### src/rtl/toast_regfile_pkg.sv
// -----------------------------------------------------------------------------
// toast_regfile_pkg
// Shared definitions for the multi-port integer register file:
//   - default width / depth / port-count constants
//   - clear-engine state encoding (CLEAR = 1'b0, RUN = 1'b1)
//   - lane_lsb(): bit offset of lane k inside a packed per-lane bus
// -----------------------------------------------------------------------------
package toast_regfile_pkg;

  localparam int DATA_WIDTH_DEF   = 32;
  localparam int ADDR_WIDTH_DEF   = 5;
  localparam int DEPTH_DEF        = 32;
  localparam int NUM_RD_PORTS_DEF = 2;

  typedef enum logic {
    CLEAR = 1'b0,
    RUN   = 1'b1
  } rf_state_e;

  // Lane k of a packed bus whose lanes are 'width' bits wide starts here.
  function automatic int lane_lsb(input int lane, input int width);
    return lane * width;
  endfunction

endpackage

### src/rtl/toast_regfile_rdport.sv
// -----------------------------------------------------------------------------
// toast_regfile_rdport
// One combinational read lane of the register file with write-through bypass.
//
// Ports:
//   busy      in   clear engine active; lane forced to zero
//   rs_addr   in   read address of this lane
//   wr0_*     in   write port 0 (older instruction) enable/address/data
//   wr1_*     in   write port 1 (younger instruction) enable/address/data
//   arr_data  in   array entry selected by rs_addr
//   rs_data   out  read result
//   byp_hit   out  result came from a same-cycle write (entry is being written)
//
// Port 1 bypass is checked before port 0 so the value read in the write cycle
// is the same one the array holds afterwards (port 1 wins on a same-address
// double write).
// -----------------------------------------------------------------------------
module toast_regfile_rdport #(
  parameter int DATA_WIDTH = 32,
  parameter int ADDR_WIDTH = 5
) (
  input  logic                  busy,
  input  logic [ADDR_WIDTH-1:0] rs_addr,
  input  logic                  wr0_en,
  input  logic [ADDR_WIDTH-1:0] wr0_addr,
  input  logic [DATA_WIDTH-1:0] wr0_data,
  input  logic                  wr1_en,
  input  logic [ADDR_WIDTH-1:0] wr1_addr,
  input  logic [DATA_WIDTH-1:0] wr1_data,
  input  logic [DATA_WIDTH-1:0] arr_data,
  output logic [DATA_WIDTH-1:0] rs_data,
  output logic                  byp_hit
);

  always_comb begin
    rs_data = arr_data;
    byp_hit = 1'b0;
    if (busy || (rs_addr == '0)) begin
      // x0 is hardwired; during clear the array is not yet trustworthy
      rs_data = '0;
    end else if (wr1_en && (wr1_addr == rs_addr)) begin
      rs_data = wr1_data;
      byp_hit = 1'b1;
    end else if (wr0_en && (wr0_addr == rs_addr)) begin
      rs_data = wr0_data;
      byp_hit = 1'b1;
    end
  end

endmodule

### src/rtl/toast_regfile_mp.sv
// -----------------------------------------------------------------------------
// toast_regfile_mp
// Integer register file: NUM_RD_PORTS combinational read lanes, two write
// ports (wr0 = older, wr1 = younger instruction), same-cycle write-through
// bypass, x0 hardwired to zero. The array has no per-entry reset; after reset
// a sequential clear engine zeroes entries 1..DEPTH-1, one per cycle, while
// busy_o stalls the pipeline.
//
// Ports:
//   clk_i        in   clock, rising edge
//   reset_i      in   synchronous reset, active-high
//   rs_addr_i    in   packed read addresses, lane k at [k*ADDR_WIDTH +: ADDR_WIDTH]
//   rs_data_o    out  packed read data,      lane k at [k*DATA_WIDTH +: DATA_WIDTH]
//   wr0_en_i / wr0_addr_i / wr0_data_i   in   write port 0
//   wr1_en_i / wr1_addr_i / wr1_data_i   in   write port 1 (wins on same address)
//   busy_o       out  clear engine active
//   wr_drop_o    out  one-cycle pulse after an enabled write was discarded
//
// Optional feature, macro TOAST_REGFILE_SCOREBOARD_EN: DEPTH-bit pending
// scoreboard with extra ports
//   rsv_en_i / rsv_addr_i   in   reserve (set pending) a nonzero entry
//   rs_pend_o               out  per-lane pending flag
// -----------------------------------------------------------------------------
module toast_regfile_mp
  import toast_regfile_pkg::*;
#(
  parameter int DATA_WIDTH   = DATA_WIDTH_DEF,
  parameter int ADDR_WIDTH   = ADDR_WIDTH_DEF,
  parameter int DEPTH        = DEPTH_DEF,
  parameter int NUM_RD_PORTS = NUM_RD_PORTS_DEF
) (
  input  logic                               clk_i,
  input  logic                               reset_i,
  input  logic [NUM_RD_PORTS*ADDR_WIDTH-1:0] rs_addr_i,
  output logic [NUM_RD_PORTS*DATA_WIDTH-1:0] rs_data_o,
  input  logic                               wr0_en_i,
  input  logic [ADDR_WIDTH-1:0]              wr0_addr_i,
  input  logic [DATA_WIDTH-1:0]              wr0_data_i,
  input  logic                               wr1_en_i,
  input  logic [ADDR_WIDTH-1:0]              wr1_addr_i,
  input  logic [DATA_WIDTH-1:0]              wr1_data_i,
  output logic                               busy_o,
  output logic                               wr_drop_o
`ifdef TOAST_REGFILE_SCOREBOARD_EN
  ,
  input  logic                               rsv_en_i,
  input  logic [ADDR_WIDTH-1:0]              rsv_addr_i,
  output logic [NUM_RD_PORTS-1:0]            rs_pend_o
`endif
);

  localparam logic [ADDR_WIDTH-1:0] LAST_IDX  = ADDR_WIDTH'(DEPTH - 1);
  localparam logic [ADDR_WIDTH-1:0] FIRST_IDX = ADDR_WIDTH'(1);

  rf_state_e             state_reg;
  logic [ADDR_WIDTH-1:0] clr_idx_reg;
  logic                  wr_drop_reg;
  logic [DATA_WIDTH-1:0] mem [DEPTH];

  logic                    busy;
  logic                    wr0_go;
  logic                    wr1_go;
  logic [NUM_RD_PORTS-1:0] byp_hit;

  assign busy      = (state_reg == CLEAR);
  assign busy_o    = busy;
  assign wr_drop_o = wr_drop_reg;

  // A port write lands only in RUN, outside reset, to a nonzero entry.
  assign wr0_go = ~reset_i & ~busy & wr0_en_i & (wr0_addr_i != '0);
  assign wr1_go = ~reset_i & ~busy & wr1_en_i & (wr1_addr_i != '0);

  // ---------------------------------------------------------------------------
  // Clear engine. clr_idx saturates at the last entry; the edge that clears
  // that entry is also the one that enters RUN.
  // ---------------------------------------------------------------------------
  always_ff @(posedge clk_i) begin
    if (reset_i) begin
      state_reg   <= CLEAR;
      clr_idx_reg <= FIRST_IDX;
      wr_drop_reg <= 1'b0;
    end else begin
      wr_drop_reg <= busy & (wr0_en_i | wr1_en_i);
      if (busy) begin
        if (clr_idx_reg == LAST_IDX) begin
          state_reg <= RUN;
        end else begin
          clr_idx_reg <= clr_idx_reg + FIRST_IDX;
        end
      end
    end
  end

  // ---------------------------------------------------------------------------
  // Storage array (no reset). Port 1 is written last so it wins on a
  // same-address double write.
  // ---------------------------------------------------------------------------
  always_ff @(posedge clk_i) begin
    if (busy) begin
      mem[clr_idx_reg] <= '0;
    end else begin
      if (wr0_go) mem[wr0_addr_i] <= wr0_data_i;
      if (wr1_go) mem[wr1_addr_i] <= wr1_data_i;
    end
  end

  // ---------------------------------------------------------------------------
  // Read lanes
  // ---------------------------------------------------------------------------
  for (genvar gi = 0; gi < NUM_RD_PORTS; gi++) begin : g_rd
    localparam int ALSB = lane_lsb(gi, ADDR_WIDTH);
    localparam int DLSB = lane_lsb(gi, DATA_WIDTH);

    logic [ADDR_WIDTH-1:0] lane_addr;
    assign lane_addr = rs_addr_i[ALSB +: ADDR_WIDTH];

    toast_regfile_rdport #(
      .DATA_WIDTH (DATA_WIDTH),
      .ADDR_WIDTH (ADDR_WIDTH)
    ) u_rdport (
      .busy     (busy),
      .rs_addr  (lane_addr),
      .wr0_en   (wr0_en_i),
      .wr0_addr (wr0_addr_i),
      .wr0_data (wr0_data_i),
      .wr1_en   (wr1_en_i),
      .wr1_addr (wr1_addr_i),
      .wr1_data (wr1_data_i),
      .arr_data (mem[lane_addr]),
      .rs_data  (rs_data_o[DLSB +: DATA_WIDTH]),
      .byp_hit  (byp_hit[gi])
    );
  end

`ifdef TOAST_REGFILE_SCOREBOARD_EN
  // ---------------------------------------------------------------------------
  // Pending scoreboard: writes clear, reserve sets; reserve is applied last so
  // a same-cycle reserve+write to one entry leaves it pending.
  // ---------------------------------------------------------------------------
  logic [DEPTH-1:0] pend_reg;
  logic [DEPTH-1:0] pend_next;

  always_comb begin
    pend_next = pend_reg;
    if (wr0_go) pend_next[wr0_addr_i] = 1'b0;
    if (wr1_go) pend_next[wr1_addr_i] = 1'b0;
    if (~busy & rsv_en_i & (rsv_addr_i != '0)) pend_next[rsv_addr_i] = 1'b1;
  end

  always_ff @(posedge clk_i) begin
    if (reset_i || busy) begin
      pend_reg <= '0;
    end else begin
      pend_reg <= pend_next;
    end
  end

  // A same-cycle write means the value is arriving via bypass, so the lane
  // is no longer waiting on it.
  for (genvar gi = 0; gi < NUM_RD_PORTS; gi++) begin : g_pend
    assign rs_pend_o[gi] = pend_reg[g_rd[gi].lane_addr] & ~byp_hit[gi] &
                           (g_rd[gi].lane_addr != '0);
  end
`else
  logic unused_byp_hit;
  assign unused_byp_hit = ^byp_hit;
`endif

endmodule

### config.mk
export PLATFORM = sky130hd
export DESIGN_NAME = toast_regfile_mp
export DESIGN_NICKNAME = d
export VERILOG_FILES = /design/src/rtl/toast_regfile_pkg.sv /design/src/rtl/toast_regfile_rdport.sv /design/src/rtl/toast_regfile_mp.sv
export SDC_FILE = /design/constraint.sdc
export NUM_CORES = 2
export LEC_CHECK = 0
export BUFFER_PORTS_ARGS = -buffer_cell sky130_fd_sc_hd__buf_2
export CORE_AREA = 2 2 375 377
export CTS_BUF_LIST = sky130_fd_sc_hd__clkbuf_16
export DETAILED_ROUTE_END_ITERATION = 12
export DIE_AREA = 0 0 377 379
export GPL_ROUTABILITY_DRIVEN = 0
export PLACE_DENSITY = 0.63
export SYNTH_ARGS = -nofsm -noshare
export SYNTH_HDL_FRONTEND = slang
export SYNTH_HIERARCHICAL = 1
export SYNTH_SLANG_ARGS = --single-unit
### constraint.sdc
create_clock -name clk_i -period 4.9 [get_ports clk_i]
set_clock_uncertainty 0.05 [all_clocks]
set_input_delay 0.49 -clock clk_i [delete_from_list [all_inputs] [get_ports clk_i]]
set_output_delay 0.49 -clock clk_i [all_outputs]
set_load 0.02 [all_outputs]
==> results.cfg <==
[critical_path]
crit_path_max_fanout = 14
path_class = reg2out
end_kind = output port
required_ns = 4.36
reg2regPathDepth = 6
worst_setup_path_start_kind = flip-flop
reg2reg_slack_ns = 1.24
arrival_ns = 3.71

[drt]
vias = 53131
first_pass_iters = 9
wl_per_cell_microns = 31.1
ant_nets = 0
drt_iter0_markers = 8385
drcViolationCount = 0
vias_per_cell = 6.67
wl_microns = 248000

[global_route]
grt_util_met1_pct = 44.8
grt_busiest_layer = met2
use_met3_pct = 11.5
grt_pass1_vias = 49394
antenna_found_initial = 14
grt-ovfl-total = 0
grt_pass1_wl_microns = 348000
grtUsageMet2_pct = 48.8
grt_max_degree = 89
track_usage_pct = 33.8

[outcome]
outcome = finished clean

[sta]
hold_violations = 0
slew_headroom_pct = 8.29
slew_violations = 0
finalCriticalPeriod_ns = 4.25
tightest_slew_ns = 1.37
setup_violations = 0
post-route-period-util_pct = 86.8
fmax_mhz = 235
layout_setup_ws_ns = 0.648
rsz0062_at_grt = no
tns_ns = 0

[power_and_ir_drop]
power.leakage_nw = 24.2
peakVddDrop_mv = 0.312
power.density_nw_per_um2 = 295
total_power_mw = 20.1

[place]
dp_hpwl_microns = 140000
port_buffers = 153
dpl.cell_count = 7752
pre_cts_ws_ns = 1.02

[clock_tree]
cts.htree.levels = 3
cts_tree = built
path_clk_slew_ns = 0.05
clk_path_buf_depth = 3
post_cts_buffers = 0
post_cts_resized = 0
clkLatencyLatePin_ns = 0.73
cts-root-buf = clkbuf_16
clock-sinks = 1031
hold_buffers = 1
cts-buffers-inserted = 113

[logic_synthesis]
ys_warn_count = 6
syn_inst = 6326
synth_area_sq_um = 62100
synth_nets = 6416
syn_area_per_cell_sq_um = 9.82

[floorplan]
start_util_pct = 44.7
io-pin-count = 154
core_sq_um = 139000
die-area_sq_um = 143000
die_width_microns = 377
chipHeight_microns = 379
row_count = 137

[cells_and_area]
final_nets = 6151
stdcell_count = 7966
syn_to_final_growth_pct = 9.83
largest_reg_flops = 1024
drive_gt1_share_pct = 9.84

[run]
max_cap_viol_count = 0

[min_path]
holdPathStages = 3
min_path_type = in2reg
worst paths after layout:
kind                    endpoint           start
hold reg to reg   clr_idx_reg[4]  clr_idx_reg[4]
hold / removal         wr_drop_o        wr1_en_i
setup reg to reg       mem[1][3]       state_reg
setup / recovery   rs_data_o[48]       state_reg
layout by cell type (no fill, tap or decap), types with 4 or more instances in the layout:
cell           n
or2_2          5
bufinv_16      6
o31ai_1       65
nor3_1        72
clkinv_1      26
diode_2        9
clkinvlp_4     5
clkbuf_16    115
dfxtp_1        7
inv_6          6
buf_2        150
a22oi_1      192
edfxtp_1    1024
mux2i_1     1024
nor2_1        19
nand2_2        6
buf_12        41
o21bai_4      27
nand3_1      192
nor2b_4        4
nor3_2        23
inv_1         66
clkinv_2      17
buf_4        160
nand4_1       67
o21ai_1        5
nand2b_1       8
nand2_1     1229
xnor2_1       20
a31oi_2        4
nor4_2         5
a31oi_1      127
o21ai_0     1059
a21oi_1      195
nand2b_2       4
a22o_1       128
worst max-delay path, stage by stage, from the launching register on:
cell     delay (ns)
dfxtp_1        0.56
inv_1          0.29
a21oi_4        0.88
buf_4          0.39
o31ai_1        0.11
a31oi_1        0.45
buf_2          0.27
layer usage:
layer / up-vias / part of all wire [%]
met5: - / 0.064
met1: 25499 / 38
met3: 788 / 15
met2: 4063 / 42
li1: 22761 / -
met4: 20 / 5.6
area by class of cell:
type                    instances  area, sq um
fillers                     12423        70600
diodes                          9         22.5
repair buffers                354         2810
inverters                      37          139
clock buffers                 115         2880
well taps                    1807         2260
multi-input cells            4524        28600
flip-flops and latches       1031        30900
clock inverters                89          562
power by group:
part,internal (mW),switching (mW)
clock,4.52,3.67
combinational,0.635,1.51
sequential,9.74,0.0749
total,14.9,5.25
through the flow:
step / hold slack (ns) / utilization [%] / instance area, sq um
2_1_floorplan: 0.467 / - / 62100
3_3_place_gp: 0.500 / 46.6 / 64700
3_5_place_dp: 0.512 / 46.6 / 64700
4_1_cts: 0.0650 / 49.1 / 68200
5_1_grt: 0.118 / 49.1 / 68200
6_report: 0.0923 / 49.1 / 68200
No activity file was read; power rests on OpenSTA's default activity.
